<file path="config.mk">
export PLATFORM = sky130hd
export DESIGN_NAME = lsu_mem_ctrl
export DESIGN_NICKNAME = d
export VERILOG_FILES = /design/src/rtl/lsu_pkg.sv /design/src/rtl/lsu_lane_align.sv /design/src/rtl/lsu_mem_ctrl.sv
export SDC_FILE = /design/constraint.sdc
export NUM_CORES = 1
export LEC_CHECK = 0
export CAP_MARGIN = 10
export CORE_MARGIN = 2
export CORE_UTILIZATION = 40
export DETAILED_ROUTE_END_ITERATION = 10
export GPL_TIMING_DRIVEN = 0
export PLACE_DENSITY = 0.76
export SLEW_MARGIN = 20
export SYNTH_ARGS = -nofsm -noshare
export SYNTH_HDL_FRONTEND = slang
export SYNTH_SLANG_ARGS = --single-unit
</file>
<file path="constraint.sdc">
create_clock -name clk -period 3.17 [get_ports clk]
set_input_delay 0.634 -clock clk [delete_from_list [all_inputs] [get_ports clk]]
set_output_delay 0.634 -clock clk [all_outputs]
set_load 0.005 [all_outputs]
</file>
<file path="src/rtl/lsu_pkg.sv">
// Shared encodings for the load/store unit: access sizes, FSM states, error bits.
// Optional macro LSU_BYTE_ENABLE_EN (see lsu_mem_ctrl) does not change this package.
package lsu_pkg;

    localparam logic [1:0] SZ_BYTE = 2'b00;
    localparam logic [1:0] SZ_HALF = 2'b01;
    localparam logic [1:0] SZ_WORD = 2'b10;
    localparam logic [1:0] SZ_ILL  = 2'b11;

    localparam int ERR_MISALIGN = 0;
    localparam int ERR_RANGE    = 1;

    typedef enum logic [1:0] {
        ST_IDLE  = 2'd0,
        ST_READ  = 2'd1,
        ST_WRITE = 2'd2,
        ST_RESP  = 2'd3
    } lsu_state_e;

    // Illegal size counts as misaligned so both land in the same error bit.
    function automatic logic is_misaligned(input logic [1:0] size, input logic [1:0] lo);
        return (size == SZ_ILL) ||
               (size == SZ_HALF && lo[0]) ||
               (size == SZ_WORD && lo != 2'b00);
    endfunction

endpackage

</file>
<file path="src/rtl/lsu_lane_align.sv">
// Combinational byte-lane logic: load extract/extend and read-modify-write merge.
// Behaviour is independent of LSU_BYTE_ENABLE_EN.
module lsu_lane_align
    import lsu_pkg::*;
(
    input  logic [31:0] word,
    input  logic [31:0] wdata,
    input  logic [1:0]  addr_lo,
    input  logic [1:0]  size,
    input  logic        is_unsigned,
    output logic [31:0] load_data,
    output logic [31:0] store_word
);

    logic [7:0]  byte_f;
    logic [15:0] half_f;

    always_comb begin
        byte_f     = word[{addr_lo, 3'b000} +: 8];
        half_f     = addr_lo[1] ? word[31:16] : word[15:0];
        load_data  = word;
        store_word = word;
        case (size)
            SZ_BYTE: begin
                load_data = {{24{~is_unsigned & byte_f[7]}}, byte_f};
                store_word[{addr_lo, 3'b000} +: 8] = wdata[7:0];
            end
            SZ_HALF: begin
                load_data = {{16{~is_unsigned & half_f[15]}}, half_f};
                if (addr_lo[1]) store_word[31:16] = wdata[15:0];
                else            store_word[15:0]  = wdata[15:0];
            end
            default: begin
                load_data  = word;
                store_word = wdata;
            end
        endcase
    end

endmodule

</file>
<file path="src/rtl/lsu_mem_ctrl.sv">
// Multicycle load/store unit in front of a word-only data RAM.
// Define LSU_BYTE_ENABLE_EN to add mem_be and skip the read phase of sub-word stores.
module lsu_mem_ctrl
    import lsu_pkg::*;
#(
    parameter int MEM_WORDS = 64,
    parameter int ADDR_W    = 32
) (
    input  logic              clk,
    input  logic              reset_n,
    input  logic              req_valid,
    output logic              req_ready,
    input  logic              req_we,
    input  logic [ADDR_W-1:0] req_addr,
    input  logic [31:0]       req_wdata,
    input  logic [1:0]        req_size,
    input  logic              req_unsigned,
    output logic              rsp_valid,
    output logic [31:0]       rsp_rdata,
    output logic [1:0]        rsp_err,
    output logic              mem_we,
    output logic [31:0]       mem_addr,
    output logic [31:0]       mem_wdata,
    input  logic [31:0]       mem_rdata,
`ifdef LSU_BYTE_ENABLE_EN
    output logic [3:0]        mem_be,
`endif
    output lsu_state_e        dbg_state
);

    // Handshake: a request is taken on the rising edge where req_valid && req_ready;
    // req_ready is high only in IDLE. rsp_valid is a single-cycle pulse per request.

    lsu_state_e  state, state_nxt;
    logic        acc;
    logic [1:0]  req_err;
    logic        a_we;
    logic [1:0]  a_lo;
    logic [31:0] a_wdata;
    logic [1:0]  a_size;
    logic        a_uns;
    logic [1:0]  a_err;
    logic [31:0] rd_word;
    logic [31:0] load_data;
    logic [31:0] store_word;

    assign acc = req_valid && (state == ST_IDLE);

    always_comb begin
        req_err               = 2'b00;
        req_err[ERR_MISALIGN] = is_misaligned(req_size, req_addr[1:0]);
        req_err[ERR_RANGE]    = (req_addr[ADDR_W-1:2] >= (ADDR_W-2)'(MEM_WORDS));
    end

    always_ff @(posedge clk or negedge reset_n) begin
        if (!reset_n) begin
            state    <= ST_IDLE;
            a_we     <= 1'b0;
            a_lo     <= 2'b00;
            a_wdata  <= 32'd0;
            a_size   <= SZ_BYTE;
            a_uns    <= 1'b0;
            a_err    <= 2'b00;
            rd_word  <= 32'd0;
            mem_addr <= 32'd0;
        end else begin
            state <= state_nxt;
            if (acc) begin
                a_we    <= req_we;
                a_lo    <= req_addr[1:0];
                a_wdata <= req_wdata;
                a_size  <= req_size;
                a_uns   <= req_unsigned;
                a_err   <= req_err;
                // Erroring requests never touch the RAM, so the address bus keeps its old value.
                if (req_err == 2'b00)
                    mem_addr <= 32'({req_addr[ADDR_W-1:2], 2'b00});
            end
            if (state == ST_READ)
                rd_word <= mem_rdata;
        end
    end

    always_comb begin
        state_nxt = state;
        case (state)
            ST_IDLE: begin
                if (req_valid) begin
                    if (req_err != 2'b00)        state_nxt = ST_RESP;
                    else if (!req_we)            state_nxt = ST_READ;
                    else if (req_size == SZ_WORD) state_nxt = ST_WRITE;
                    else
`ifdef LSU_BYTE_ENABLE_EN
                                                 state_nxt = ST_WRITE;
`else
                                                 state_nxt = ST_READ;
`endif
                end
            end
            ST_READ:  state_nxt = a_we ? ST_WRITE : ST_RESP;
            ST_WRITE: state_nxt = ST_RESP;
            ST_RESP:  state_nxt = ST_IDLE;
            default:  state_nxt = ST_IDLE;
        endcase
    end

    lsu_lane_align u_align (
        .word        (rd_word),
        .wdata       (a_wdata),
        .addr_lo     (a_lo),
        .size        (a_size),
        .is_unsigned (a_uns),
        .load_data   (load_data),
        .store_word  (store_word)
    );

    always_comb begin
        req_ready = (state == ST_IDLE);
        rsp_valid = (state == ST_RESP);
        mem_we    = (state == ST_WRITE);
        rsp_err   = rsp_valid ? a_err : 2'b00;
        rsp_rdata = (rsp_valid && !a_we && a_err == 2'b00) ? load_data : 32'd0;
        mem_wdata = 32'd0;
`ifdef LSU_BYTE_ENABLE_EN
        mem_be = 4'b0000;
        if (mem_we) begin
            case (a_size)
                SZ_BYTE: begin
                    mem_wdata = {4{a_wdata[7:0]}};
                    mem_be    = 4'b0001 << a_lo;
                end
                SZ_HALF: begin
                    mem_wdata = {2{a_wdata[15:0]}};
                    mem_be    = a_lo[1] ? 4'b1100 : 4'b0011;
                end
                default: begin
                    mem_wdata = a_wdata;
                    mem_be    = 4'b1111;
                end
            endcase
        end
`else
        if (mem_we)
            mem_wdata = store_word;
`endif
    end

    assign dbg_state = state;

endmodule

</file>
==> impl_metrics.yaml, run 1 <==
clock_network:
  cts_tree: "built"
  cts-root-buf: "clkbuf_16"
  cts_buffer_depth: 2
  cts_buffers: 9
  clock-sinks: 104
  htreeDepth: 3
  clkLatencyLatePin_ns: 0.36
  cts.reportedPaths.clkPinSlew_ns: 0.08
drt:
  vias: 5553
  ant_nets: 0
  vias_per_cell: 5.77
  firstDrtPassIters: 9
  drc: 0
  drt_iter0_drc: 601
  avgRoutedWirePerCell_um: 21.5
  drt-total-wl_um: 20600
critical_path:
  crit_required_ns: 2.54
  cp_data_arrival_time_ns: 2.51
  critPathMaxFanout: 12
  end_kind: "primary output"
  start_kind: "flip-flop"
  path_class: "reg -> out"
sta:
  finalCriticalPeriod_ns: 3.14
  post-route-period-util: 0.991
  rsz0062_at_grt: "true"
  setup_violations: 0
  tns_ns: 0
  worst_slew_margin_rel: 0.503
  tightest_slew_ns: 0.746
  fin_skew_ns: 0.0148
  slew_viol_final: 0
  hold_violations: 0
  fmax_ghz: 0.318
logic_synthesis:
  yosysUniqueCellTypes: 42
  synth_top_area_frac: 0.444
  yosysMostFrequentCell: "dfrtp_1"
  yosys-top-cells-count: "dfrtp_1, mux2_2, nor2b_1"
  syn_area_per_cell_um2: 10.9
  yosys.area.top_type: "dfrtp_1"
  syn_area_um2: 5860
  yosys_warnings: 0
  yosys-top-cells-area: "dfrtp_1, mux2_2, nor2b_1, mux4_2, mux2i_1"
  async_reset_ff_frac: 1.00
  seq_area_frac_synth: 0.444
  synth-main-ff-cell: "dfrtp_1"
  syn_inst: 535
  synth_seq_cells: 104
  synth_edf_count: 0
die:
  core_um2: 14400
  initial_utilization: 0.406
  floorplan.rows: 44
  die_h_um: 125
  ios: 206
  die_x_um: 125
  die-area_um2: 15600
cells_and_area:
  syn_to_final_growth_pct: 49.7
  seq_area_um2: 2610
  antenna_cells: 0
  n_fill_cell: 1223
  fin_util: 0.608
  nets: 885
  drive_gt1_frac: 0.235
  multi_input_area_um2: 3130
placed_design:
  hpwl_um: 15500
  gp_congestion: 0.899
  io_buffers: 203
global_routing:
  grt_max_degree: 69
  grt_overflow: 0
  grt.total_usage: 0.261
  antenna_found_initial: 0
  first_global_vias: 5693
  grt_pass1_wl_um: 31600
run_status:
  status: "finished clean"
pwr:
  worst_ir_drop_vdd_mv: 0.445
  powerDensity_nw_per_um2: 920
  p_leak_uw: 0.00411
min_path:
  hold_path_class: "in -> async"
job:
  max_cap_viol_count: 0
==> area by class of cell <==
cell class	count	area share
Timing Repair Buffer	230	0.250
Buffer	40	0.0257
Sequential cell	104	0.297
Clock buffer	9	0.0257
Tap cell	184	0.0263
Inverter	19	0.00956
Multi-Input combinational cell	369	0.357
Clock inverter	7	0.00828
==> routing by layer <==
layer / GRT usage / routed length, um / up-vias
met5: 0 / 0 / -
met4: 0.0889 / 720 / 0
met3: 0.0839 / 1970 / 50
met2: 0.447 / 10100 / 306
met1: 0.309 / 7860 / 2718
li1: - / - / 2479
==> critical path, cell delays in order, from the launching register on <==
cell and delay (ns):
dfrtp_1 0.39, buf_6 0.14, buf_12 0.13, inv_12 0.08
ha_4 0.23, nor4bb_2 0.29, buf_4 0.17, buf_4 0.12
buf_4 0.10, a221o_1 0.16, a22oi_2 0.07, nor2b_1 0.13
buf_2 0.13
==> state kept, by name (all words and copies together) (netlist names) <==
signal / count
a_err: 2
a_lo: 2
a_size: 2
a_uns: 1
a_wdata: 32
a_we: 1
dbg_state: 2
mem_addr: 30
rd_word: 32
==> cells by family (layout without fill, tap and decap cells) <==
family / after synthesis / in the layout / share of synthesized area
AOI/OAI and AO/OA: 141 / 141 / 0.184
adders and majority gates: 9 / 9 / 0.0192
buffers and inverters: 63 / 305 / 0.0447
DFF: 104 / 104 / 0.444
muxes: 94 / 94 / 0.193
other: 1 / 2 / 0.000640
and+or+nand+nor: 123 / 123 / 0.114
==> cells in the final DEF (no fill, tap or decap), types with 10 or more instances in the layout <==
cell type | Yosys | final
a22o_1 | 10 | 10
clkbuf_2 | 0 | 20
a21oi_1 | 19 | 18
mux2_2 | 69 | 69
a22oi_1 | 18 | 15
nor2b_1 | 49 | 49
mux2i_1 | 17 | 17
a21o_1 | 16 | 16
clkbuf_1 | 34 | 20
nand2_1 | 17 | 15
clkdlybuf4s50_1 | 0 | 149
nor2_1 | 26 | 24
a221oi_1 | 17 | 16
dlymetal6s2s_1 | 0 | 13
dlygate4sd2_1 | 0 | 24
a221o_1 | 16 | 16
inv_1 | 18 | 17
o21ai_0 | 17 | 17
dfrtp_1 | 104 | 102
buf_4 | 3 | 28
==> power breakdown <==
group          total [uW]  switching (uW)  internal (uW)
Clock                1110             554            556
Sequential           2660             844           1810
Combinational        4300            2030           2270
==> worst paths after layout <==
kind,slack (ns),end,cells after the start,from
max in group asynchronous,2.36,rd_word[1],2,reset_n
min reg2reg,0.51,mem_addr[24],1,mem_addr[24]
min in group clk,0.51,mem_addr[24],1,mem_addr[24]
max,0.03,mem_wdata[28],12,a_lo[1]
max reg2reg,0.70,mem_addr[3],6,dbg_state[0]
min,0.16,mem_addr[11],1,reset_n
==> stage by stage <==
step           hold WS [ns]  instance area (um2)  power, uW  setup slack [ns]  instances
6_report              0.157                 8770       8070            0.0281        962
5_1_grt               0.178                 8770       8510           -0.0541        962
4_1_cts               0.162                 8640       7880            -0.105        951
3_5_place_dp          0.492                 8150       6580            -0.648        924
3_3_place_gp          0.479                 8120       6480             -2.25        923
2_1_floorplan         0.338                 5860       4840             0.348        536
==> timing repair <==
item                                    4_1_cts  5_1_grt
endpoints found under the setup margin       64       42
hold buffers                                  0        0
pin swaps                                     8       18
setup buffers                                12       13
gates cloned                                  1        0
resized for setup                            88       61
No activity file was read; power rests on OpenSTA's default activity.
==> run 2, diff against run 1 <==
--- a/config.mk
+++ b/config.mk
@@ -11,6 +11,7 @@
 export DETAILED_ROUTE_END_ITERATION = 10
 export GPL_TIMING_DRIVEN = 0
 export PLACE_DENSITY = 0.76
+export RECOVER_POWER = 25
 export SLEW_MARGIN = 20
 export SYNTH_ARGS = -nofsm -noshare
 export SYNTH_HDL_FRONTEND = slang
==> impl_metrics.yaml, run 2 (same netlist as run 1, synthesis figures left out) <==
sta:
  worst_slew_margin_rel: -0.371
  slew_viol_final: 37
  tightest_slew_ns: 2.06
  post-route-period-util: 0.991
  setup_ws_ns: 0.0284
  finalCriticalPeriod_ns: 3.14
  hold_violations: 0
  tns_ns: 0
  fmax_ghz: 0.318
  fin_skew_ns: 0.0144
  setup_violations: 0
  rsz0062_at_grt: "true"
critical_path:
  crit_family: "buffers and inverters"
  cp_data_arrival_time_ns: 2.51
  reg2regPathDepth: 6
  r2r-start: "dbg_state[0]"
  path_class: "reg -> out"
  crit_top_cell: "buf_4"
  crit_cells: 12
  end_kind: "primary output"
  start_kind: "flip-flop"
  critPathMaxFanout: 12
  regToRegSetupSlack_ns: 0.70
  slowest_delay_ns: 0.39
  r2r-end: "mem_addr[3]"
  slowest_stage: "dfrtp_1"
  worstPathBufferInverterCount: 7
  crit_required_ns: 2.54
  crit_chain: "buf_6 > buf_12 > inv_12 > ha_4 > nor4bb_2 > buf_4 > buf_4 > buf_4 > a221o_1 > a22oi_2 > nor2b_1 > buf_2"
pwr:
  p_leak_uw: 0.00410
  worst_ir_drop_vdd_mv: 0.444
  powerDensity_nw_per_um2: 921
  total_power_uw: 8070
clock_network:
  cts.reportedPaths.clkPinSlew_ns: 0.08
  cts_buffer_depth: 2
  cts_buffers: 9
  clock-sinks: 104
  cts-root-buf: "clkbuf_16"
  cts_tree: "built"
  htreeDepth: 3
  clkLatencyLatePin_ns: 0.36
cells_and_area:
  seq_area_um2: 2610
  final_cell_mix: "clkdlybuf4s50_1, dfrtp_1, mux2_2"
  multi_input_area_um2: 3130
  layout_commonest_cell: "clkdlybuf4s50_1"
  antenna_cells: 0
  nets: 885
  n_fill_cell: 1224
  fin_util: 0.607
  reg_top3: "a_wdata x32, rd_word x32, mem_addr x30"
  drive_gt1_frac: 0.234
  syn_to_final_growth_pct: 49.6
run_status:
  status: "finished, violations left"
  violations: "max-capacitance violations, max-slew violations"
placed_design:
  pre_cts_slack_ns: -0.648
  gp_congestion: 0.899
  hpwl_um: 15500
  io_buffers: 203
drt:
  vias: 5532
  ant_nets: 0
  vias_per_cell: 5.75
  drt_iter0_drc: 601
  avgRoutedWirePerCell_um: 21.4
  drt-total-wl_um: 20600
  drc: 0
  firstDrtPassIters: 6
global_routing:
  grt_overflow: 0
  grt.total_usage: 0.261
  first_global_vias: 5693
  grt_pass1_wl_um: 31600
  grt_max_degree: 69
  antenna_found_initial: 0
min_path:
  hold_path_class: "reg -> reg"
  hold_depth: 1
  min-delay-start: "mem_addr[24]"
  holdPathEnd: "mem_addr[24]"
die:
  floorplan.rows: 44
  ios: 206
  die_x_um: 125
  die_h_um: 125
  initial_utilization: 0.406
  core_um2: 14400
  die-area_um2: 15600
job:
  max_cap_viol_count: 1
[run 2: cell count changes in the layout (fill, tap and decap cells not counted), sizes merged]
cell,delta
buf,-1
clkbuf,+1
[run 2: worst register-to-register path, delay by kind of cell, from the launching register on]
| kind | cells | cell delay, ns |
|---|---|---|
| multiplexers | 1 | 0.36 |
| buffers and inverters | 2 | 0.42 |
| flip-flops | 1 | 0.44 |
| adder cells (fa/ha/maj) | 1 | 0.27 |
| AND/OR/NAND/NOR | 2 | 0.85 |
[run 2: report_power, final]
group          switching, uW  total, uW  leakage, uW  internal [uW]
Combinational           2020       4290      0.00266           2270
Clock                    554       1110     0.000143            556
Sequential               848       2660      0.00130           1810
Total                   3420       8070      0.00410           4640
[run 2: metal layers]
layer,track usage,share of wire,wire (um),vias up
met3,0.0839,0.098,2020,49
met5,0,0,0,-
met4,0.0889,0.035,728,0
met2,0.447,0.49,10100,311
met1,0.309,0.38,7790,2697
li1,-,-,-,2475
[run 2: what timing repair did]
item,4_1_cts,5_1_grt
pin swaps,8,18
resized for setup,88,61
cloned,1,0
setup buffers,12,13
hold buffers,0,0
endpoints found under the setup margin,64,42
[run 2: layout make-up]
| class | instances | share of cell area |
|---|---|---|
| repair buffers | 230 | 0.249 |
| inverters | 19 | 0.00957 |
| multi-input cells | 369 | 0.358 |
| flip-flops and latches | 104 | 0.297 |
| well taps | 184 | 0.0263 |
| clock inverters | 7 | 0.00828 |
| clock buffers | 9 | 0.0257 |
| plain buffers | 40 | 0.0257 |
[run 2: stage by stage]
stage | cell area, um2 | hold WS [ns] | std cells
final | 8760 | 0.505 | 962
after global routing | 8760 | 0.542 | 962
after CTS | 8640 | 0.162 | 951
after detailed placement | 8150 | 0.492 | 924
after global placement | 8120 | 0.479 | 923
after floorplan | 5860 | 0.338 | 536
[run 2: worst max path at each step]
stage	endpoint	start	slack (ns)
floorplan	mem_wdata[10]	a_lo[1]	0.35
CTS	mem_wdata[28]	a_lo[1]	-0.10
global route	mem_wdata[28]	a_lo[1]	-0.05
finish	mem_wdata[28]	a_lo[1]	0.03
detailed placement	mem_wdata[28]	a_lo[1]	-0.65
global placement	rd_word[5]	reset_n	-2.25
==> run 3, diff against run 2 <==
--- a/config.mk
+++ b/config.mk
@@ -6,7 +6,7 @@
 export NUM_CORES = 1
 export LEC_CHECK = 0
 export CAP_MARGIN = 10
-export CORE_MARGIN = 2
+export CORE_MARGIN = 8
 export CORE_UTILIZATION = 40
 export DETAILED_ROUTE_END_ITERATION = 10
 export GPL_TIMING_DRIVEN = 0
==> impl_metrics.yaml, run 3 (same netlist as run 1, synthesis figures left out) <==
run_status:
  status: "finished, violations left"
  violations: "negative setup slack"
drt:
  drt_iter0_drc: 419
  drc: 0
  firstDrtPassIters: 7
  vias_per_cell: 5.72
  avgRoutedWirePerCell_um: 22.8
  ant_nets: 0
  vias: 5519
  drt-total-wl_um: 22000
job:
  max_cap_viol_count: 0
die:
  initial_utilization: 0.406
  die_h_um: 137
  floorplan.rows: 44
  die-area_um2: 18800
  ios: 206
  die_x_um: 137
  core_um2: 14400
cells_and_area:
  antenna_cells: 0
  instances_no_fill: 965
  final_cell_mix: "clkdlybuf4s50_1, dfrtp_1, mux2_2"
  syn_to_final_growth_pct: 50.8
  reg_top3: "a_wdata x32, rd_word x32, mem_addr x30"
  layout_commonest_cell: "clkdlybuf4s50_1"
  drive_gt1_frac: 0.250
  nets: 888
  n_fill_cell: 1205
clock_network:
  cts_buffer_depth: 2
  clock-sinks: 104
  cts.reportedPaths.clkPinSlew_ns: 0.08
  htreeDepth: 3
  cts-root-buf: "clkbuf_16"
  cts_buffers: 9
  cts_hold_buf: 0
  cts_tree: "built"
  clkLatencyLatePin_ns: 0.36
min_path:
  hold_depth: 1
  hold_path_class: "reg -> reg"
critical_path:
  crit_required_ns: 2.54
  critPathMaxFanout: 10
  reg2regPathDepth: 6
  start_kind: "flip-flop"
  path_class: "reg -> out"
  cp_data_arrival_time_ns: 2.54
  end_kind: "primary output"
sta:
  fin_skew_ns: 0.0132
  slew_viol_final: 0
  setup_violations: 1
  setup_ws_ns: -0.00304
  hold_slack_ns: 0.503
  rsz0062_at_grt: "true"
  hold_violations: 0
  post-route-period-util: 1.00
  tightest_slew_ns: 1.42
  worst_slew_margin_rel: 0.0530
  finalCriticalPeriod_ns: 3.17
  fmax_ghz: 0.315
pwr:
  worst_ir_drop_vdd_mv: 0.403
  p_int_uw: 4740
  total_power_uw: 8240
  clkPwrFrac: 0.144
  switchingPower_uw: 3500
  p_leak_uw: 0.00398
  powerDensity_nw_per_um2: 934
  combPwrFrac: 0.533
  sw_frac_of_total: 0.424
  seq_power_share: 0.323
placed_design:
  io_buffers: 203
  hpwl_um: 16700
  gp_congestion: 0.907
  pre_cts_slack_ns: -0.807
  dpl.cell_count: 924
global_routing:
  first_global_vias: 5907
  grt.total_usage: 0.234
  antenna_found_initial: 0
  grt_max_degree: 78
  grt_pass1_wl_um: 33500
  grt_overflow: 0
-- run 3: cell count changes in the layout (fill, tap and decap cells not counted), moves of 2 or more --
cell             delta
dlymetal6s2s_1      -9
clkdlybuf4s50_1     +8
clkdlybuf4s15_1     +4
nor3_1              -4
nor3_2              +4
a221oi_1            -3
a221oi_2            +3
buf_2               +3
buf_6               +3
clkbuf_2            -3
dlygate4sd2_1       -3
a22oi_1             -2
a22oi_2             +2
-- run 3: power groups by stage --
stage | combinational (uW) | sequential (uW) | clock [uW]
floorplan | 2620 | 2220 | 0
global placement | 3910 | 2630 | 0
detailed placement | 4000 | 2630 | 0
CTS | 4160 | 2620 | 1230
global route | 4770 | 2710 | 1270
finish | 4400 | 2660 | 1190
-- run 3: stage by stage --
step                      utilization  area [um2]  setup TNS (ns)
after floorplan                     -        5860               0
after global placement          0.563        8120         -253.89
after detailed placement        0.565        8150          -20.03
after CTS                       0.601        8660          -0.225
after global routing            0.612        8830          -0.311
final                           0.612        8830        -0.00304
-- run 3: worst paths after layout --
path / startpoint / endpoint / slack (ns)
worst max-delay path: a_lo[1] / rsp_rdata[9] / -0.003
min in group asynchronous: reset_n / mem_addr[4] / 0.59
worst min-delay path: mem_addr[10] / mem_addr[10] / 0.50
worst max register to register: dbg_state[0] / mem_addr[6] / 0.63
worst min register to register: mem_addr[10] / mem_addr[10] / 0.50
max in group asynchronous: reset_n / a_size[1] / 0.69
-- run 3: layout make-up --
| type | count | area [um2] | share of cell area |
|---|---|---|---|
| clock buffer | 9 | 225 | 0.0255 |
| tap | 184 | 230 | 0.0261 |
| clock inverter | 7 | 95.1 | 0.0108 |
| inverter | 19 | 86.3 | 0.00978 |
| multi-input combinational | 369 | 3200 | 0.362 |
| sequential | 104 | 2610 | 0.295 |
| timing repair buffer | 233 | 2170 | 0.246 |
| buffer | 40 | 219 | 0.0248 |
-- run 3: timing repair --
item / 4_1_cts / 5_1_grt
pin swaps: 8 / 11
endpoints found under the setup margin: 64 / 47
gates resized for setup: 96 / 63
cloned: 1 / 0
buffers inserted: 15 / 13
hold endpoints to repair: 0 / 0
-- run 3: routing by layer --
metal	share of wire	vias up	GRT usage
li1	-	2505	-
met3	0.10	38	0.0907
met2	0.50	274	0.400
met1	0.37	2702	0.264
met5	0	-	0
met4	0.026	0	0.0730
-- run 3: critical path: stages, from the launching register on --
cell and delay [ns]:
dfrtp_1 0.37, buf_6 0.14, buf_12 0.11, buf_4 0.20
buf_4 0.22, o21ai_2 0.17, a221oi_1 0.40, clkdlybuf4s50_1 0.57
